==> config.mk <==
export PLATFORM = sky130hd
export DESIGN_NAME = seq_divider_flat
export DESIGN_NICKNAME = d
export VERILOG_FILES = /design/src/rtl/seq_divider_if.sv /design/src/rtl/seq_divider.sv /design/src/flat_wrapper.sv
export SDC_FILE = /design/constraint.sdc
export NUM_CORES = 1
export LEC_CHECK = 0
export ABC_CLOCK_PERIOD_IN_PS = 4600
export CAP_MARGIN = 10
export CELL_PAD_IN_SITES_DETAIL_PLACEMENT = 0
export CELL_PAD_IN_SITES_GLOBAL_PLACEMENT = 1
export CORE_MARGIN = 5
export CORE_UTILIZATION = 42
export DETAILED_ROUTE_END_ITERATION = 8
export PLACE_DENSITY_LB_ADDON = 0.1
export REMOVE_ABC_BUFFERS = 1
export SLEW_MARGIN = 0
export SYNTH_ARGS = -nofsm -noshare
export SYNTH_HDL_FRONTEND = slang
export SYNTH_SLANG_ARGS = --single-unit
==> constraint.sdc <==
create_clock -name clock -period 4.6 [get_ports clock]
set_input_delay 0.92 -clock clock [delete_from_list [all_inputs] [get_ports clock]]
set_output_delay 0.92 -clock clock [all_outputs]
set_load 0.05 [all_outputs]
==> src/rtl/seq_divider_if.sv <==
// seq_divider_if: request/response bundle for the sequential divider.
// master drives the operation request; slave (the divider) returns status and result.
interface seq_divider_if #(
  parameter int unsigned WIDTH = 32
);
  logic               start;
  logic               signed_op;
  logic [WIDTH-1:0]   dividend;
  logic [WIDTH-1:0]   divisor;
  logic               busy;
  logic               done;
  logic [2*WIDTH-1:0] result;
  logic               div_by_zero;

  modport master (
    output start, signed_op, dividend, divisor,
    input  busy, done, result, div_by_zero
  );

  modport slave (
    input  start, signed_op, dividend, divisor,
    output busy, done, result, div_by_zero
  );
endinterface

==> src/rtl/seq_divider.sv <==
// seq_divider: multi-cycle restoring divider, one quotient bit per clock.
// result = {remainder, quotient}; signed or unsigned mode chosen per operation.
// Optional macro DIV_ZERO_DETECT_EN: a zero divisor short-circuits to a one-cycle
// operation with div_by_zero=1 and result {dividend, all-ones}.
module seq_divider #(
  parameter  int unsigned WIDTH = 32,
  localparam int unsigned CNT_W = $clog2(WIDTH + 1)
) (
  input logic         clock,
  input logic         reset,
  seq_divider_if.slave bus
);

  typedef enum logic [1:0] {StIdle, StDiv, StFix} state_e;

  state_e             state_q, state_d;
  logic [CNT_W-1:0]   count_q, count_d;
  logic               neg_quo_q, neg_quo_d;
  logic               neg_rem_q, neg_rem_d;
  logic [WIDTH-1:0]   div_q, div_d;     // |B|
  logic [WIDTH:0]     rem_q, rem_d;     // upper partial field, WIDTH+1 bits
  logic [WIDTH-1:0]   quo_q, quo_d;     // lower partial field, becomes quotient
  logic [2*WIDTH-1:0] result_q, result_d;
  logic               dbz_q, dbz_d;
  logic               done_q, done_d;
`ifdef DIV_ZERO_DETECT_EN
  logic               zero_q, zero_d;
`endif

  logic               a_neg, b_neg;
  logic [WIDTH-1:0]   a_mag, b_mag;
  logic [WIDTH+1:0]   shifted, trial;

  // Operand magnitudes and one restoring step on the shared subtractor.
  always_comb begin
    a_neg   = bus.signed_op & bus.dividend[WIDTH-1];
    b_neg   = bus.signed_op & bus.divisor[WIDTH-1];
    a_mag   = a_neg ? -bus.dividend : bus.dividend;
    b_mag   = b_neg ? -bus.divisor : bus.divisor;
    shifted = {rem_q, quo_q[WIDTH-1]};
    trial   = shifted - {2'b00, div_q};
  end

  // Next-state and datapath update for the IDLE/DIV/FIX sequence.
  always_comb begin
    state_d   = state_q;
    count_d   = count_q;
    neg_quo_d = neg_quo_q;
    neg_rem_d = neg_rem_q;
    div_d     = div_q;
    rem_d     = rem_q;
    quo_d     = quo_q;
    result_d  = result_q;
    dbz_d     = dbz_q;
    done_d    = 1'b0;
`ifdef DIV_ZERO_DETECT_EN
    zero_d    = zero_q;
`endif
    unique case (state_q)
      StIdle: begin
        if (bus.start) begin
          neg_quo_d = bus.signed_op & (bus.dividend[WIDTH-1] ^ bus.divisor[WIDTH-1]);
          neg_rem_d = a_neg;
          div_d     = b_mag;
          rem_d     = '0;
          quo_d     = a_mag;
          count_d   = '0;
          state_d   = StDiv;
`ifdef DIV_ZERO_DETECT_EN
          zero_d    = 1'b0;
          if (bus.divisor == '0) begin
            // Keep the raw dividend for the {dividend, all-ones} result.
            zero_d  = 1'b1;
            quo_d   = bus.dividend;
            state_d = StFix;
          end
`endif
        end
      end
      StDiv: begin
        // Negative trial (top bit set) means restore the shifted value.
        rem_d   = trial[WIDTH+1] ? shifted[WIDTH:0] : trial[WIDTH:0];
        quo_d   = {quo_q[WIDTH-2:0], ~trial[WIDTH+1]};
        count_d = count_q + CNT_W'(1);
        if (count_q == CNT_W'(WIDTH - 1)) state_d = StFix;
      end
      StFix: begin
        done_d   = 1'b1;
        state_d  = StIdle;
        result_d = {neg_rem_q ? -rem_q[WIDTH-1:0] : rem_q[WIDTH-1:0],
                    neg_quo_q ? -quo_q : quo_q};
`ifdef DIV_ZERO_DETECT_EN
        dbz_d    = zero_q;
        if (zero_q) result_d = {quo_q, {WIDTH{1'b1}}};
`else
        dbz_d    = 1'b0;
`endif
      end
      default: state_d = StIdle;
    endcase
  end

  // State and datapath registers with synchronous reset.
  always_ff @(posedge clock) begin
    if (reset) begin
      state_q   <= StIdle;
      count_q   <= '0;
      neg_quo_q <= 1'b0;
      neg_rem_q <= 1'b0;
      div_q     <= '0;
      rem_q     <= '0;
      quo_q     <= '0;
      result_q  <= '0;
      dbz_q     <= 1'b0;
      done_q    <= 1'b0;
`ifdef DIV_ZERO_DETECT_EN
      zero_q    <= 1'b0;
`endif
    end else begin
      state_q   <= state_d;
      count_q   <= count_d;
      neg_quo_q <= neg_quo_d;
      neg_rem_q <= neg_rem_d;
      div_q     <= div_d;
      rem_q     <= rem_d;
      quo_q     <= quo_d;
      result_q  <= result_d;
      dbz_q     <= dbz_d;
      done_q    <= done_d;
`ifdef DIV_ZERO_DETECT_EN
      zero_q    <= zero_d;
`endif
    end
  end

  assign bus.busy        = (state_q != StIdle);
  assign bus.done        = done_q;
  assign bus.result      = result_q;
  assign bus.div_by_zero = dbz_q;

endmodule

==> src/flat_wrapper.sv <==
// flat-port wrapper written by rule: the top's interface ports become plain ports
module seq_divider_flat 
#(
  parameter  int unsigned WIDTH = 32,
  localparam int unsigned CNT_W = $clog2(WIDTH + 1)
)
  (clock, reset, bus_start, bus_signed_op, bus_dividend, bus_divisor, bus_busy, bus_done, bus_result, bus_div_by_zero);
  seq_divider_if #(.WIDTH(WIDTH)) bus_i ();
  input logic clock;
  input logic reset;
  input wire logic [$bits(bus_i.start)-1:0] bus_start;
  input wire logic [$bits(bus_i.signed_op)-1:0] bus_signed_op;
  input wire logic [$bits(bus_i.dividend)-1:0] bus_dividend;
  input wire logic [$bits(bus_i.divisor)-1:0] bus_divisor;
  output wire logic [$bits(bus_i.busy)-1:0] bus_busy;
  output wire logic [$bits(bus_i.done)-1:0] bus_done;
  output wire logic [$bits(bus_i.result)-1:0] bus_result;
  output wire logic [$bits(bus_i.div_by_zero)-1:0] bus_div_by_zero;
  assign bus_i.start = bus_start;
  assign bus_i.signed_op = bus_signed_op;
  assign bus_i.dividend = bus_dividend;
  assign bus_i.divisor = bus_divisor;
  assign bus_busy = bus_i.busy;
  assign bus_done = bus_i.done;
  assign bus_result = bus_i.result;
  assign bus_div_by_zero = bus_i.div_by_zero;
  seq_divider #(.WIDTH(WIDTH)) u_core (.clock(clock), .reset(reset), .bus(bus_i));
endmodule
==> run_summary.xml, run 1 <==
<?xml version="1.0" encoding="UTF-8"?>
<metrics>
  <group name="grt">
    <metric name="first_global_vias" unit="">8709</metric>
    <metric name="grt_max_degree" unit="">88</metric>
    <metric name="antenna_violations_before_repair" unit="">0</metric>
    <metric name="grt_use_total" unit="%">19.7</metric>
    <metric name="global_route_wire_length_before_repair" unit="µm">46500</metric>
    <metric name="grt.overflow.total" unit="">0</metric>
  </group>
  <group name="final_layout">
    <metric name="layout_commonest_cell" unit="">sky130_fd_sc_hd__dfxtp_1</metric>
    <metric name="final_area" unit="µm²">12700</metric>
    <metric name="final-instance-count-excl-fill" unit="">1770</metric>
    <metric name="n_antenna_cell" unit="">0</metric>
    <metric name="highest_count_cells_in_the_layout_ignoring_fill_and_taps" unit="">sky130_fd_sc_hd__dfxtp_1, sky130_fd_sc_hd__nor2_1, sky130_fd_sc_hd__clkdlybuf4s50_1</metric>
    <metric name="layout_cells_sized_above_1" unit="%">5.12</metric>
    <metric name="area.growth.synth_to_final" unit="%">20.7</metric>
    <metric name="finalNetCount" unit="">1540</metric>
  </group>
  <group name="logic_synthesis">
    <metric name="syn_area_per_cell" unit="µm²">7.78</metric>
    <metric name="synthesis.area" unit="µm²">10500</metric>
    <metric name="synth_adder_area_share" unit="%">4.61</metric>
    <metric name="xor_xnor_share_of_the_synthesized_area" unit="%">11.8</metric>
    <metric name="synth.yosys.seq_area_share" unit="%">32.8</metric>
    <metric name="ys_warn_count" unit="">0</metric>
    <metric name="area_leader_netlist" unit="">sky130_fd_sc_hd__dfxtp_1</metric>
    <metric name="synth_largest_type_area_fraction" unit="%">32.8</metric>
    <metric name="synth.area.top_cells" unit="">sky130_fd_sc_hd__dfxtp_1, sky130_fd_sc_hd__xor2_1, sky130_fd_sc_hd__a211oi_1</metric>
    <metric name="ys_async_sr_fraction" unit="%">0</metric>
    <metric name="postSynth.topFlopCell" unit="">sky130_fd_sc_hd__dfxtp_1</metric>
    <metric name="synth.lib_cells_used.distinct" unit="">70</metric>
    <metric name="post_synth_mux_area_share" unit="%">0.489</metric>
    <metric name="synth_compound_gate_area_share" unit="%">26.8</metric>
    <metric name="netlist_instances" unit="">1348</metric>
    <metric name="synthSimpleGateAreaFrac" unit="%">18.3</metric>
    <metric name="synth_enable_flop_cells" unit="">0</metric>
    <metric name="main_combinational_cell_family_by_area_after_synthesis" unit="">compound AO/OA/AOI/OAI gates</metric>
    <metric name="ys_ff_latch" unit="">172</metric>
  </group>
  <group name="placed_design">
    <metric name="place.gp.congestion" unit="">0.889</metric>
    <metric name="placed_cell_area" unit="µm²">12100</metric>
    <metric name="dp.final_hpwl" unit="µm">20800</metric>
    <metric name="placedCellCount" unit="">1739</metric>
    <metric name="buffer_ports.inserted" unit="">133</metric>
  </group>
  <group name="route">
    <metric name="drt_pass1_iterations" unit="">5</metric>
    <metric name="routedWlPerCell" unit="µm">15.9</metric>
    <metric name="routed-wl-met2" unit="µm">11200</metric>
    <metric name="detail_route.vias_per_cell" unit="">5.42</metric>
    <metric name="drc_errors" unit="">0</metric>
    <metric name="drt_iter0_drc" unit="">672</metric>
    <metric name="routedLengthMet1" unit="µm">15300</metric>
    <metric name="met3WireLength" unit="µm">1380</metric>
    <metric name="route.vias.total" unit="">9594</metric>
    <metric name="postRouteAntennaNets" unit="">0</metric>
    <metric name="uppermost_layer_routed" unit="">met4</metric>
    <metric name="drt-total-wl" unit="µm">28200</metric>
  </group>
  <group name="setup_path">
    <metric name="cp_cell_sequence" unit="">clkdlybuf4s50_1 -&gt; or3_4 -&gt; or3b_4 -&gt; or4_4 -&gt; or4_4 -&gt; or4_4 -&gt; nor4_4 -&gt; nor3b_2 -&gt; o21ai_1 -&gt; a221oi_2</metric>
    <metric name="crit_slowest_cell" unit="">sky130_fd_sc_hd__or4_4</metric>
    <metric name="critPathMostFrequentCell" unit="">sky130_fd_sc_hd__or4_4</metric>
    <metric name="crit_arrival" unit="ns">4.41</metric>
    <metric name="criticalPathCategory" unit="">in2reg</metric>
    <metric name="cp.buffers_inverters" unit="">1</metric>
    <metric name="cp.required" unit="ns">4.94</metric>
    <metric name="timing.critical_path.slowest_cell_delay" unit="ns">0.53</metric>
    <metric name="worst-path-max-fanout" unit="">5</metric>
    <metric name="start_kind" unit="">primary input</metric>
    <metric name="worst_path_dominant_cell_family" unit="">simple AND/OR/NAND/NOR gates</metric>
    <metric name="worst_setup_path_end_kind" unit="">flip-flop</metric>
  </group>
  <group name="power">
    <metric name="power.leakage" unit="nW">4.59</metric>
    <metric name="worst_ir_drop_vdd" unit="mV">0.478</metric>
    <metric name="power.density" unit="nW/µm²">557</metric>
  </group>
  <group name="timing">
    <metric name="maxSlewHeadroom" unit="%">27.4</metric>
    <metric name="final-max-slew-violation-count" unit="">0</metric>
    <metric name="grt_setup_unrepaired" unit="">no</metric>
    <metric name="final_min_period_over_clock_period" unit="%">88.5</metric>
    <metric name="transition_time_of_the_tightest_slew_check_pin" unit="ns">1.08</metric>
    <metric name="finalCriticalPeriod" unit="ns">4.07</metric>
    <metric name="final_hold_violating_endpoints" unit="">0</metric>
    <metric name="finClkSkew" unit="ns">0.0134</metric>
    <metric name="setup_total_negative_slack" unit="ns">0</metric>
    <metric name="finalSetupViolCount" unit="">0</metric>
    <metric name="final.hold.worst_slack" unit="ns">0.451</metric>
    <metric name="max_clock_freq" unit="MHz">246</metric>
  </group>
  <group name="clock_network">
    <metric name="insertion_delay" unit="ns">0.43</metric>
    <metric name="postCtsHoldBufs" unit="">0</metric>
    <metric name="post-cts-setup-buffer-count" unit="">0</metric>
    <metric name="cts_tree" unit="">built</metric>
    <metric name="numCtsBuffers" unit="">17</metric>
    <metric name="numClockSinks" unit="">172</metric>
    <metric name="ctsLongestPathBuffers" unit="">2</metric>
    <metric name="clock_transition_at_the_register_clock_pins_on_the_worst_setup_and_hold_paths_after_cts" unit="ns">0.07</metric>
    <metric name="post_cts_resize_count" unit="">0</metric>
    <metric name="cts-root-buf" unit="">sky130_fd_sc_hd__clkbuf_16</metric>
    <metric name="cts_htree_levels" unit="">4</metric>
  </group>
  <group name="run">
    <metric name="maxCapViolCount" unit="">0</metric>
  </group>
  <group name="floorplan">
    <metric name="height_of_the_die" unit="µm">168</metric>
    <metric name="floorplan.die_area" unit="µm²">28200</metric>
    <metric name="floorplan.rows" unit="">57</metric>
    <metric name="floorplan.core_area" unit="µm²">24500</metric>
    <metric name="initial_utilization" unit="%">42.9</metric>
    <metric name="io_pins" unit="">135</metric>
    <metric name="fp.dieW" unit="µm">168</metric>
  </group>
  <group name="min_path">
    <metric name="min_path_type" unit="">reg2reg</metric>
  </group>
  <group name="outcome">
    <metric name="outcome" unit="">finished, final reports clean</metric>
  </group>
</metrics>
[layer usage]
| layer | vias up | global-route usage, % |
|---|---|---|
| met5 | - | 0 |
| met1 | 4328 | 31.4 |
| met3 | 24 | 3.17 |
| met2 | 240 | 27.4 |
| met4 | 0 | 4.30 |
| li1 | 5002 | - |
[layout make-up]
cell class / count / area (µm²)
Clock buffer: 17 / 425
Clock inverter: 14 / 131
Fill cell: 2409 / 11800
Inverter: 56 / 210
Multi-Input combinational cell: 1035 / 6540
Sequential cell: 172 / 3440
Tap cell: 324 / 405
Timing Repair Buffer: 152 / 1500
[worst min-delay path: stages, from the launching register on]
cell                      delay (ns)
sky130_fd_sc_hd__dfxtp_1        0.31
sky130_fd_sc_hd__nand2_1        0.05
sky130_fd_sc_hd__a21oi_1        0.05
[state kept, by name (all words and copies together) (netlist names)]
name               flops
u_core.bus.result     64
u_core.rem_q          33
u_core.div_q          32
u_core.quo_q          32
u_core.count_q         6
u_core.state_q         2
u_core.bus.done        1
u_core.neg_quo_q       1
u_core.neg_rem_q       1
[cell families (layout without fill, tap and decap cells)]
logic type | after synthesis | count (layout)
flops | 172 | 172
compound gates | 435 | 435
simple gates | 415 | 415
mux | 5 | 5
buf+inv | 141 | 239
xor+xnor | 141 | 141
fa+ha+maj | 38 | 38
other cells | 1 | 1
[power breakdown]
part | switching (mW) | internal, mW
Sequential | 0.296 | 1.65
Combinational | 2.21 | 1.50
Clock | 0.683 | 0.713
[synthesized netlist by cell type, drive strengths merged (5+ instances only)]
cell and instances:
a211oi 83, a21o 9, a21oi 116, a22o 5, a22oi 33, a311oi 5
a31oi 9, a32oi 6, and2 7, and3 8, buf 8, clkbuf 77
dfxtp 172, ha 37, inv 56, nand2 130, nand2b 13, nand3 20
nand4 6, nor2 151, nor2b 7, nor3 19, nor4 9, o21ai 94
o31ai 24, o41ai 17, or3 19, or4 13, xnor2 46, xor2 95
[stage by stage]
step	utilization, %	worst slack (ns)	total power [mW]
after detailed placement	49.5	0.111	5.65
final	51.7	0.527	7.05
after floorplan	-	-0.277	3.93
after global placement	49.5	0.153	5.64
after CTS	51.7	0.549	7.06
after global routing	51.7	0.375	7.63
[worst paths after layout]
| kind | startpoint | endpoint | slack, ns | depth (start not counted) |
|---|---|---|---|---|
| min | u_core.bus.result[25] | u_core.bus.result[25] | 0.45 | 2 |
| max reg2reg | u_core.rem_q[7] | u_core.quo_q[0] | 0.80 | 12 |
| max | bus_dividend[2] | u_core.quo_q[28] | 0.53 | 10 |
| min reg2reg | u_core.bus.result[25] | u_core.bus.result[25] | 0.45 | 2 |
(Power assumes the default switching activity.)
==> inputs of run 2 (changes only) <==
- PLACE_DENSITY_LB_ADDON: 0.1 -> 0.3
==> run 2 against run 1 <==
Against the previous run:
- sequential power about the same
- clock skew about the same
- first-iteration DRC count is 7.4% higher
- non-clock buffer count rose by 1
- worst setup slack gained 0.041 ns
- wire length shrank 0.79%
- clock power rose by 13%
- cell count is 0.11% higher
- worst hold slack worse by 0.0011 ns
- maximum frequency is 1.0% higher
- combinational power barely moved
- largest cell class unchanged
- highest routed layer unchanged
==> run_summary.xml, run 2 (synthesized netlist as in run 1, its figures left out) <==
<?xml version="1.0" encoding="UTF-8"?>
<metrics>
  <group name="route">
    <metric name="drc_errors" unit="">0</metric>
    <metric name="route.vias.total" unit="">9575</metric>
    <metric name="routedWlPerCell" unit="µm">15.8</metric>
    <metric name="drt-total-wl" unit="µm">28000</metric>
    <metric name="drt_pass1_iterations" unit="">5</metric>
    <metric name="drt_iter0_drc" unit="">722</metric>
    <metric name="postRouteAntennaNets" unit="">0</metric>
    <metric name="detail_route.vias_per_cell" unit="">5.40</metric>
  </group>
  <group name="final_layout">
    <metric name="n_antenna_cell" unit="">0</metric>
    <metric name="largest_register_ff_count" unit="">64</metric>
    <metric name="final-instance-count-excl-fill" unit="">1772</metric>
    <metric name="layout_commonest_cell" unit="">sky130_fd_sc_hd__dfxtp_1</metric>
    <metric name="area.growth.synth_to_final" unit="%">21.6</metric>
    <metric name="highest_count_cells_in_the_layout_ignoring_fill_and_taps" unit="">sky130_fd_sc_hd__dfxtp_1, sky130_fd_sc_hd__nor2_1, sky130_fd_sc_hd__clkdlybuf4s50_1</metric>
    <metric name="finalNetCount" unit="">1541</metric>
    <metric name="layout_cells_sized_above_1" unit="%">5.11</metric>
    <metric name="final.fill_count" unit="">2415</metric>
  </group>
  <group name="clock_network">
    <metric name="postCtsHoldBufs" unit="">0</metric>
    <metric name="cts_htree_levels" unit="">4</metric>
    <metric name="numCtsBuffers" unit="">17</metric>
    <metric name="clock_transition_at_the_register_clock_pins_on_the_worst_setup_and_hold_paths_after_cts" unit="ns">0.07</metric>
    <metric name="post-cts-setup-buffer-count" unit="">0</metric>
    <metric name="ctsLongestPathBuffers" unit="">2</metric>
    <metric name="numClockSinks" unit="">172</metric>
    <metric name="insertion_delay" unit="ns">0.44</metric>
    <metric name="post_cts_resize_count" unit="">0</metric>
    <metric name="cts-root-buf" unit="">sky130_fd_sc_hd__clkbuf_16</metric>
    <metric name="cts_tree" unit="">built</metric>
  </group>
  <group name="setup_path">
    <metric name="cp.required" unit="ns">4.95</metric>
    <metric name="critical_path.endpoint" unit="">u_core.quo_q[28]</metric>
    <metric name="criticalPathCategory" unit="">in2reg</metric>
    <metric name="worst_r2r_path_depth" unit="">11</metric>
    <metric name="setup.reg_to_reg.worst_slack" unit="ns">0.81</metric>
    <metric name="timing.rr.end" unit="">u_core.rem_q[24]</metric>
    <metric name="crit_arrival" unit="ns">4.38</metric>
    <metric name="crit-reg2reg-launch" unit="">u_core.rem_q[20]</metric>
    <metric name="startpoint" unit="">bus_dividend[4]</metric>
    <metric name="start_kind" unit="">primary input</metric>
    <metric name="worst_setup_path_end_kind" unit="">flip-flop</metric>
    <metric name="worst-path-max-fanout" unit="">5</metric>
  </group>
  <group name="grt">
    <metric name="global_route_wire_length_before_repair" unit="µm">45500</metric>
    <metric name="grt_max_degree" unit="">89</metric>
    <metric name="grt_use_total" unit="%">19.3</metric>
    <metric name="grt.overflow.total" unit="">0</metric>
    <metric name="first_global_vias" unit="">8760</metric>
    <metric name="antenna_violations_before_repair" unit="">0</metric>
  </group>
  <group name="run">
    <metric name="maxCapViolCount" unit="">0</metric>
  </group>
  <group name="timing">
    <metric name="finalCriticalPeriod" unit="ns">4.03</metric>
    <metric name="finalSetupViolCount" unit="">0</metric>
    <metric name="timing.final.ws_setup" unit="ns">0.568</metric>
    <metric name="finClkSkew" unit="ns">0.0131</metric>
    <metric name="grt_setup_unrepaired" unit="">no</metric>
    <metric name="transition_time_of_the_tightest_slew_check_pin" unit="ns">1.05</metric>
    <metric name="final-max-slew-violation-count" unit="">0</metric>
    <metric name="max_clock_freq" unit="MHz">248</metric>
    <metric name="maxSlewHeadroom" unit="%">29.7</metric>
    <metric name="final_hold_violating_endpoints" unit="">0</metric>
    <metric name="final_min_period_over_clock_period" unit="%">87.6</metric>
  </group>
  <group name="power">
    <metric name="worst_ir_drop_vdd" unit="mV">0.479</metric>
    <metric name="power.density" unit="nW/µm²">569</metric>
    <metric name="power.leakage" unit="nW">4.64</metric>
  </group>
  <group name="placed_design">
    <metric name="place.gp.congestion" unit="">0.870</metric>
    <metric name="dp.final_hpwl" unit="µm">20700</metric>
    <metric name="buffer_ports.inserted" unit="">133</metric>
    <metric name="placedCellCount" unit="">1740</metric>
    <metric name="placement.setup.worst_slack" unit="ns">0.132</metric>
  </group>
  <group name="outcome">
    <metric name="outcome" unit="">finished, final reports clean</metric>
  </group>
  <group name="floorplan">
    <metric name="initial_utilization" unit="%">42.9</metric>
    <metric name="floorplan.core_area" unit="µm²">24500</metric>
    <metric name="floorplan.die_area" unit="µm²">28200</metric>
    <metric name="height_of_the_die" unit="µm">168</metric>
    <metric name="fp.dieW" unit="µm">168</metric>
    <metric name="io_pins" unit="">135</metric>
    <metric name="floorplan.rows" unit="">57</metric>
  </group>
  <group name="min_path">
    <metric name="min_path_type" unit="">reg2reg</metric>
    <metric name="holdPathStages" unit="">2</metric>
  </group>
</metrics>
-- run 2: cell count changes in the layout (fill, tap and decap cells not counted) --
cell,before,now
sky130_fd_sc_hd__bufinv_16,0,4
sky130_fd_sc_hd__clkinvlp_4,4,1
sky130_fd_sc_hd__clkbuf_1,0,2
sky130_fd_sc_hd__clkinv_4,1,3
sky130_fd_sc_hd__buf_4,18,19
sky130_fd_sc_hd__clkinv_2,1,0
sky130_fd_sc_hd__clkinv_8,1,0
sky130_fd_sc_hd__inv_6,3,2
sky130_fd_sc_hd__inv_8,4,3
-- run 2: per-stage QoR --
| step | hold WS, ns | TNS (ns) | util, % | power (mW) | instance area, µm² |
|---|---|---|---|---|---|
| 6_report | 0.450 | 0 | 52.1 | 7.26 | 12700 |
| 5_1_grt | 0.472 | 0 | 52.1 | 7.83 | 12700 |
| 4_1_cts | 0.452 | 0 | 52.1 | 7.27 | 12700 |
| 3_5_place_dp | 0.443 | 0 | 49.5 | 5.66 | 12100 |
| 3_3_place_gp | 0.438 | 0 | 49.5 | 5.64 | 12100 |
| 2_1_floorplan | 0.430 | -3.10 | - | 3.93 | 10200 |
-- run 2: final cells by class --
| type | count | area, µm² | area share (%) |
|---|---|---|---|
| Inverter | 56 | 210 | 1.65 |
| Multi-Input combinational cell | 1035 | 6540 | 51.3 |
| Clock inverter | 13 | 205 | 1.61 |
| Tap cell | 324 | 405 | 3.18 |
| Clock buffer | 19 | 433 | 3.40 |
| Sequential cell | 172 | 3440 | 27.0 |
| Timing Repair Buffer | 153 | 1500 | 11.8 |
-- run 2: worst min-delay path by stage --
stage,slack (ns),start,end
6_report,0.45,u_core.bus.result[16],u_core.bus.result[16]
5_1_grt,0.47,u_core.bus.result[31],u_core.bus.result[31]
4_1_cts,0.45,u_core.bus.result[16],u_core.bus.result[16]
3_5_place_dp,0.44,u_core.bus.result[16],u_core.bus.result[16]
3_3_place_gp,0.44,u_core.bus.result[25],u_core.bus.result[25]
2_1_floorplan,0.43,u_core.div_q[31],u_core.div_q[31]
-- run 2: worst max-delay path, cell delays in order --
cell and delay (ns):
sky130_fd_sc_hd__clkdlybuf4s50_1 0.44, sky130_fd_sc_hd__or3_4 0.42, sky130_fd_sc_hd__or3b_4 0.45, sky130_fd_sc_hd__or4_4 0.53, sky130_fd_sc_hd__or4_4 0.44, sky130_fd_sc_hd__or4_4 0.45
sky130_fd_sc_hd__nor4_4 0.18, sky130_fd_sc_hd__nor3b_2 0.25, sky130_fd_sc_hd__o21ai_1 0.09, sky130_fd_sc_hd__a221oi_2 0.22
-- run 2: routing by layer --
metal | vias to the layer above | share of wire (%) | GRT usage (%)
li1 | 5030 | - | -
met1 | 4304 | 53 | 29.3
met2 | 217 | 41 | 28.5
met3 | 24 | 5.0 | 3.40
met4 | 0 | 0.97 | 4.16
met5 | - | 0 | 0
-- run 2: power by group --
group | internal (mW) | switching [mW]
Sequential | 1.65 | 0.296
Clock | 0.927 | 0.650
Combinational | 1.53 | 2.20
Total | 4.11 | 3.15
==> edit 1: new RTL, config.mk and constraints of run 2 <==
The 3 states of `state_e` get a one-hot encoding in 3 bits.
--- a/src/rtl/seq_divider.sv
+++ b/src/rtl/seq_divider.sv
@@ -11,7 +11,7 @@
   seq_divider_if.slave bus
 );
 
-  typedef enum logic [1:0] {StIdle, StDiv, StFix} state_e;
+  typedef enum logic [2:0] {StIdle = 3'b001, StDiv = 3'b010, StFix = 3'b100} state_e;
 
   state_e             state_q, state_d;
   logic [CNT_W-1:0]   count_q, count_d;
Formal check against the unedited RTL: no difference found for any inputs over 10 cycles, from zero or initial values and one cycle with reset high; not proved beyond that.
==> edit 1 against run 2 <==
Global-route usage grew 0.30 points; worst setup slack better by 0.24 ns; register-to-register slack is essentially flat; utilization down 0.87 points; design area grew 0.63%; sequential share of layout area hardly changed; routed wire length is 2.0% higher; sequential cell count increased by 1; worst hold slack improved by 0.0064 ns; die area increased by 1.3%; synthesized area up 1.3%; critical path type is now reg2reg; critical endpoint is now u_core.rem_q[32]$_SDFFE_PP0P_.
Power is not compared: it rests on default switching activity, and its combinational part moved more than twofold at a synthesized area within 25%.
==> edit 1: results (changes against run 2) <==
status:
  outcome: "finished, final reports clean"  # unchanged
worst_setup_path:
  rr_startpoint: "u_core.quo_q[31]$_SDFFE_PP0P_"  # was u_core.rem_q[20]$_SDFFE_PP0P_
  cpLargestDelayFamily: "compound AO/OA/AOI/OAI gates"  # was simple AND/OR/NAND/NOR gates
  cpPeakStageDelay_ns: 0.76  # was 0.53 ns
  rr_worst_depth: 13  # was 11
  critPathMaxFanout: 4  # was 5
  rr_endpoint: "u_core.rem_q[32]$_SDFFE_PP0P_"  # was u_core.rem_q[24]$_SDFFE_PP0P_
  worst_path_max_delay_cell: "o41ai_1"  # was or4_4
  ff2ff_setup_slack_ns: 0.81  # about the same
logic_synthesis:
  synth_area_leaders: "dfxtp_1, xor2_1, a211oi_1, nor2_1, nand2_1"  # was dfxtp_1, xor2_1, a211oi_1, a21oi_1, nor2_1
  synth_xor_xnor_area_share_pct: 12.0  # was 11.8%
  synth.distinct_cells: 68  # was 70
  avgSynthCellArea_um2: 7.96  # was 7.78 um^2
  muxShareOfSynthArea_pct: 2.56  # was 0.489%
  yosysSeqAreaShare_pct: 32.6  # was 32.8%
  synth_compound_area_share_pct: 24.9  # was 26.8%
  yosys-top-cells-count: "dfxtp_1, nor2_1, nand2_1, xor2_1, a21oi_1"  # was dfxtp_1, nor2_1, nand2_1, a21oi_1, xor2_1
placed_design:
  dp_hpwl_um: 20700  # about the same
  post-place-ws_ns: 0.402  # was 0.132 ns
  dp.cells: 1727  # was 1740
cells_and_area:
  drive_above_1_share_pct: 5.12  # was 5.11%
  num-fill-cells: 2467  # was 2415
hold_path:
  whs_endpoint: "u_core.bus.result[50]$_SDFFE_PP0P_"  # was u_core.bus.result[16]$_SDFFE_PP0P_
  hold_start: "u_core.bus.result[50]$_SDFFE_PP0P_"  # was u_core.bus.result[16]$_SDFFE_PP0P_
drt:
  wire_per_inst_um: 16.3  # was 15.8 um
  drt-initial-drc-count: 605  # was 722
  vias: 9599  # was 9575
  via_per_inst: 5.47  # was 5.40
global_routing:
  grt_pass1_wl_um: 46100  # was 45500 um
  grt_pass1_vias: 8904  # was 8760
  track_usage_pct: 19.6  # was 19.3%
  antenna_found_initial: 7  # was 0
sta:
  tightest_slew_ns: 1.05  # about the same
  final.setup_skew_ns: 0.0122  # was 0.0131 ns
  whs_ns: 0.456  # was 0.450 ns
-- edit 1: worst reg2reg max path: stages, from the launching register on --
cell      delay [ns]
dfxtp_1         0.30
inv_1           0.09
ha_1            0.23
inv_1           0.07
fa_1            0.21
a21oi_1         0.11
o211ai_1        0.25
a31oi_1         0.12
buf_4           0.17
o41ai_1         0.76
a21boi_0        0.33
or4b_2          0.76
a31o_2          0.27
nand3_1         0.07
-- edit 1: final cells by class --
type / count / area [um^2] / share of cell area [%]
Clock buffer: 19 / 443 / 3.45
Tap cell: 330 / 413 / 3.22
Multi-Input combinational cell: 1019 / 6640 / 51.8
Clock inverter: 10 / 213 / 1.66
Sequential cell: 173 / 3460 / 27.0
Timing Repair Buffer: 147 / 1430 / 11.2
Inverter: 58 / 218 / 1.70
-- edit 1: layer usage --
metal,vias up,routed length [um],global-route usage [%]
met3,41,1560,4.39
met4,14,403,4.97
met1,4446,13200,26.2
met2,192,13300,32.2
li1,4906,-,-
met5,-,88,0
-- edit 1: cells by family after synthesis --
| kind of cell | count (synthesis) |
|---|---|
| simple gates | 403 |
| xor+xnor | 145 |
| buf+inv | 142 |
| other cells | 1 |
| flops | 173 |
| compound gates | 405 |
| mux | 27 |
| fa+ha+maj | 38 |
-- edit 1: worst max path at each step --
stage | from | end | slack [ns] | cells past startpoint
after global placement | bus_divisor[8] | u_core.div_q[28]$_SDFFE_PP0P_ | 0.48 | 9
after detailed placement | bus_divisor[8] | u_core.div_q[30]$_SDFFE_PP0P_ | 0.40 | 9
final | u_core.quo_q[31]$_SDFFE_PP0P_ | u_core.rem_q[32]$_SDFFE_PP0P_ | 0.81 | 13
after floorplan | bus_start | u_core.quo_q[31]$_SDFFE_PP0P_ | -1.44 | 4
after global routing | bus_divisor[1] | u_core.div_q[28]$_SDFFE_PP0P_ | 0.61 | 11
after CTS | bus_divisor[8] | u_core.div_q[28]$_SDFFE_PP0P_ | 0.85 | 9
-- edit 1: power breakdown --
group | leakage, uW | total, uW | internal (uW) | switching, uW
combinational | 0.00292 | 641 | 269 | 371
sequential | 0.00141 | 1600 | 1550 | 53.7
clock | 0.000312 | 1660 | 1030 | 633
-- edit 1: stage by stage --
step | cell area [um^2] | total power (uW)
floorplan | 10300 | 2050
global placement | 12200 | 2270
detailed placement | 12200 | 2280
CTS | 12800 | 3940
global route | 12800 | 4080
finish | 12800 | 3910
==> edit 2: new RTL, config.mk and constraints of run 2 <==
Made on the original files. `WIDTH` is set to 32 in 3 places; all go to 16.
--- a/src/rtl/seq_divider_if.sv
+++ b/src/rtl/seq_divider_if.sv
@@ -1,7 +1,7 @@
 // seq_divider_if: request/response bundle for the sequential divider.
 // master drives the operation request; slave (the divider) returns status and result.
 interface seq_divider_if #(
-  parameter int unsigned WIDTH = 32
+  parameter int unsigned WIDTH = 16
 );
   logic               start;
   logic               signed_op;
--- a/src/rtl/seq_divider.sv
+++ b/src/rtl/seq_divider.sv
@@ -3,7 +3,7 @@
 // Optional macro DIV_ZERO_DETECT_EN: a zero divisor short-circuits to a one-cycle
 // operation with div_by_zero=1 and result {dividend, all-ones}.
 module seq_divider #(
-  parameter  int unsigned WIDTH = 32,
+  parameter  int unsigned WIDTH = 16,
   localparam int unsigned CNT_W = $clog2(WIDTH + 1)
 ) (
   input logic         clock,
--- a/src/flat_wrapper.sv
+++ b/src/flat_wrapper.sv
@@ -1,7 +1,7 @@
 // flat-port wrapper written by rule: the top's interface ports become plain ports
 module seq_divider_flat 
 #(
-  parameter  int unsigned WIDTH = 32,
+  parameter  int unsigned WIDTH = 16,
   localparam int unsigned CNT_W = $clog2(WIDTH + 1)
 )
   (clock, reset, bus_start, bus_signed_op, bus_dividend, bus_divisor, bus_busy, bus_done, bus_result, bus_div_by_zero);
Ports: changed (resized bus_dividend, bus_divisor and bus_result); port bits go from 135 to 71. No check against the original RTL was run, so the function may have changed too.
==> edit 2 against run 2 <==
Sequential cell count shrank 81; routed wire length fell by 53%; worst setup slack improved by 0.91 ns; synthesized area down 48%; sequential power down 55%; maximum frequency is 29% higher; design area down 49%; cell count is 49% lower; combinational power decreased by 85%; synthesized cell count is 50% lower; clock skew is 0.0064 ns lower; total power down 69%.
==> edit 2: results (changes against run 2) <==
status:
  outcome: "finished, final reports clean"  # unchanged
clocking:
  htreeDepth: 3  # was 4
  clk_pin_slew_ns: 0.06
  numCtsBuffers: 9  # was 17
  post_cts_buffers: 0  # unchanged
  root_buffer: "clkbuf_16"  # unchanged
  clock_latency_ns: 0.34  # was 0.44 ns
  cts_max_path_buffers: 2  # unchanged
  ctsResizeCount: 0  # unchanged
cells_and_area:
  finalNetCount: 780  # was 1541
  area_growth_pct: 20.8  # was 21.6%
  drive_above_1_share_pct: 4.68  # was 5.11%
  largest_register_ffs: 32  # was 64
  num-fill-cells: 1256  # was 2415
  diodes: 0  # unchanged
global_routing:
  grt_pass1_vias: 4386  # was 8760
  grt_use_met1_pct: 26.6  # was 29.3%
  track_usage_pct: 17.6  # was 19.3%
  antenna_found_initial: 0  # unchanged
  use_met2_pct: 25.3  # was 28.5%
  grt_pass1_wl_um: 21500  # was 45500 um
  grt_max_degree: 50  # was 89
  globalRouteMet3Util_pct: 2.77  # was 3.40%
sta:
  slew_headroom_pct: 28.3  # was 29.7%
  final.setup_skew_ns: 0.00667  # was 0.0131 ns
worst_setup_path:
  critPathMaxFanout: 20  # was 5
  worst_path_max_delay_cell: "nor3_4"  # was or4_4
  crit_arrival_ns: 3.35  # was 4.38 ns
  cpPeakStageDelay_ns: 0.89  # was 0.53 ns
  cpLargestDelayFamily: "compound AO/OA/AOI/OAI gates"  # was simple AND/OR/NAND/NOR gates
hold_path:
  min_path_type: "reg2reg"  # unchanged
placed_design:
  gp_congestion: 0.892  # was 0.870
  dpl_cell_area_um2: 6220  # was 12100 um^2
  dp_hpwl_um: 9920  # was 20700 um
  io_buffers: 69  # was 133
logic_synthesis:
  yosys-top-cells-count: "dfxtp_1, nand2_1, nor2_1, a21oi_1, clkbuf_1"  # was dfxtp_1, nor2_1, nand2_1, a21oi_1, xor2_1
  ys_warn_count: 0  # unchanged
  synthFlopType: "dfxtp_1"  # unchanged
  muxShareOfSynthArea_pct: 2.77  # was 0.489%
  synth.distinct_cells: 64  # was 70
  synth_xor_xnor_area_share_pct: 9.52  # was 11.8%
  synthAdderAreaFrac_pct: 5.44  # was 4.61%
  synth_compound_area_share_pct: 24.4  # was 26.8%
  synth_area_leaders: "dfxtp_1, a21oi_1, nand2_1, ha_1, nor2_1"  # was dfxtp_1, xor2_1, a211oi_1, a21oi_1, nor2_1
  yosysSeqAreaShare_pct: 33.6  # was 32.8%
drt:
  firstDrtPassIters: 7  # was 5
  drt-initial-drc-count: 352  # was 722
  via_per_inst: 5.34  # was 5.40
  wire_per_inst_um: 14.6  # was 15.8 um
pwr:
  irDropWorstVdd_mv: 0.187  # was 0.479 mV
  p_leak_uw: 0.00242  # was 0.00464 uW
  p_sw_uw: 671  # was 3150 uW
## edit 2: cell count changes after synthesis, sizes merged, moves of 44 or more
cell / run 2 / this run
nand2: 130 / 74
clkbuf: 77 / 33
a21oi: 116 / 59
dfxtp: 172 / 91
nor2: 151 / 71
xor2: 95 / 30
a211oi: 83 / 29
o21ai: 94 / 41
## edit 2: final timing paths
kind	startpoint	to	slack, ns	depth (start not counted)
worst max-delay path	u_core.rem_q[2]$_SDFFE_PP0P_	u_core.rem_q[15]$_SDFFE_PP0P_	1.48	8
worst min-delay path	u_core.bus.result[12]$_SDFFE_PP0P_	u_core.bus.result[12]$_SDFFE_PP0P_	0.45	2
worst max register to register	u_core.rem_q[2]$_SDFFE_PP0P_	u_core.rem_q[15]$_SDFFE_PP0P_	1.48	8
worst min register to register	u_core.bus.result[12]$_SDFFE_PP0P_	u_core.bus.result[12]$_SDFFE_PP0P_	0.45	2
## edit 2: metal layers
metal / routed length, um / vias to the layer above
met1: 6550 / 2143
met3: 792 / 13
li1: - / 2529
met4: 149 / 0
met5: 0 / -
met2: 5580 / 112
## edit 2: power by group through the flow
stage          sequential, uW  combinational [uW]  clock (uW)
2_1_floorplan             873                 410           0
3_3_place_gp              887                 551           0
3_5_place_dp              889                 555           0
4_1_cts                   871                 557         870
5_1_grt                   879                 619         906
6_report                  872                 559         846
## edit 2: stage by stage
stage	setup WS, ns	hold WS (ns)	power, uW	std cells
detailed placement	1.27	0.445	1440	882
finish	1.48	0.448	2280	898
floorplan	1.93	0.430	1280	635
global placement	1.34	0.439	1440	882
global route	1.29	0.476	2400	898
CTS	1.50	0.454	2300	898
## edit 2: final cells by class
class,instances,area share (%)
well taps,172,3.28
multi-input cells,516,51.0
clock inverters,6,1.72
flip-flops and latches,91,27.8
inverters,28,1.60
repair buffers,75,11.1
clock buffers,10,3.49
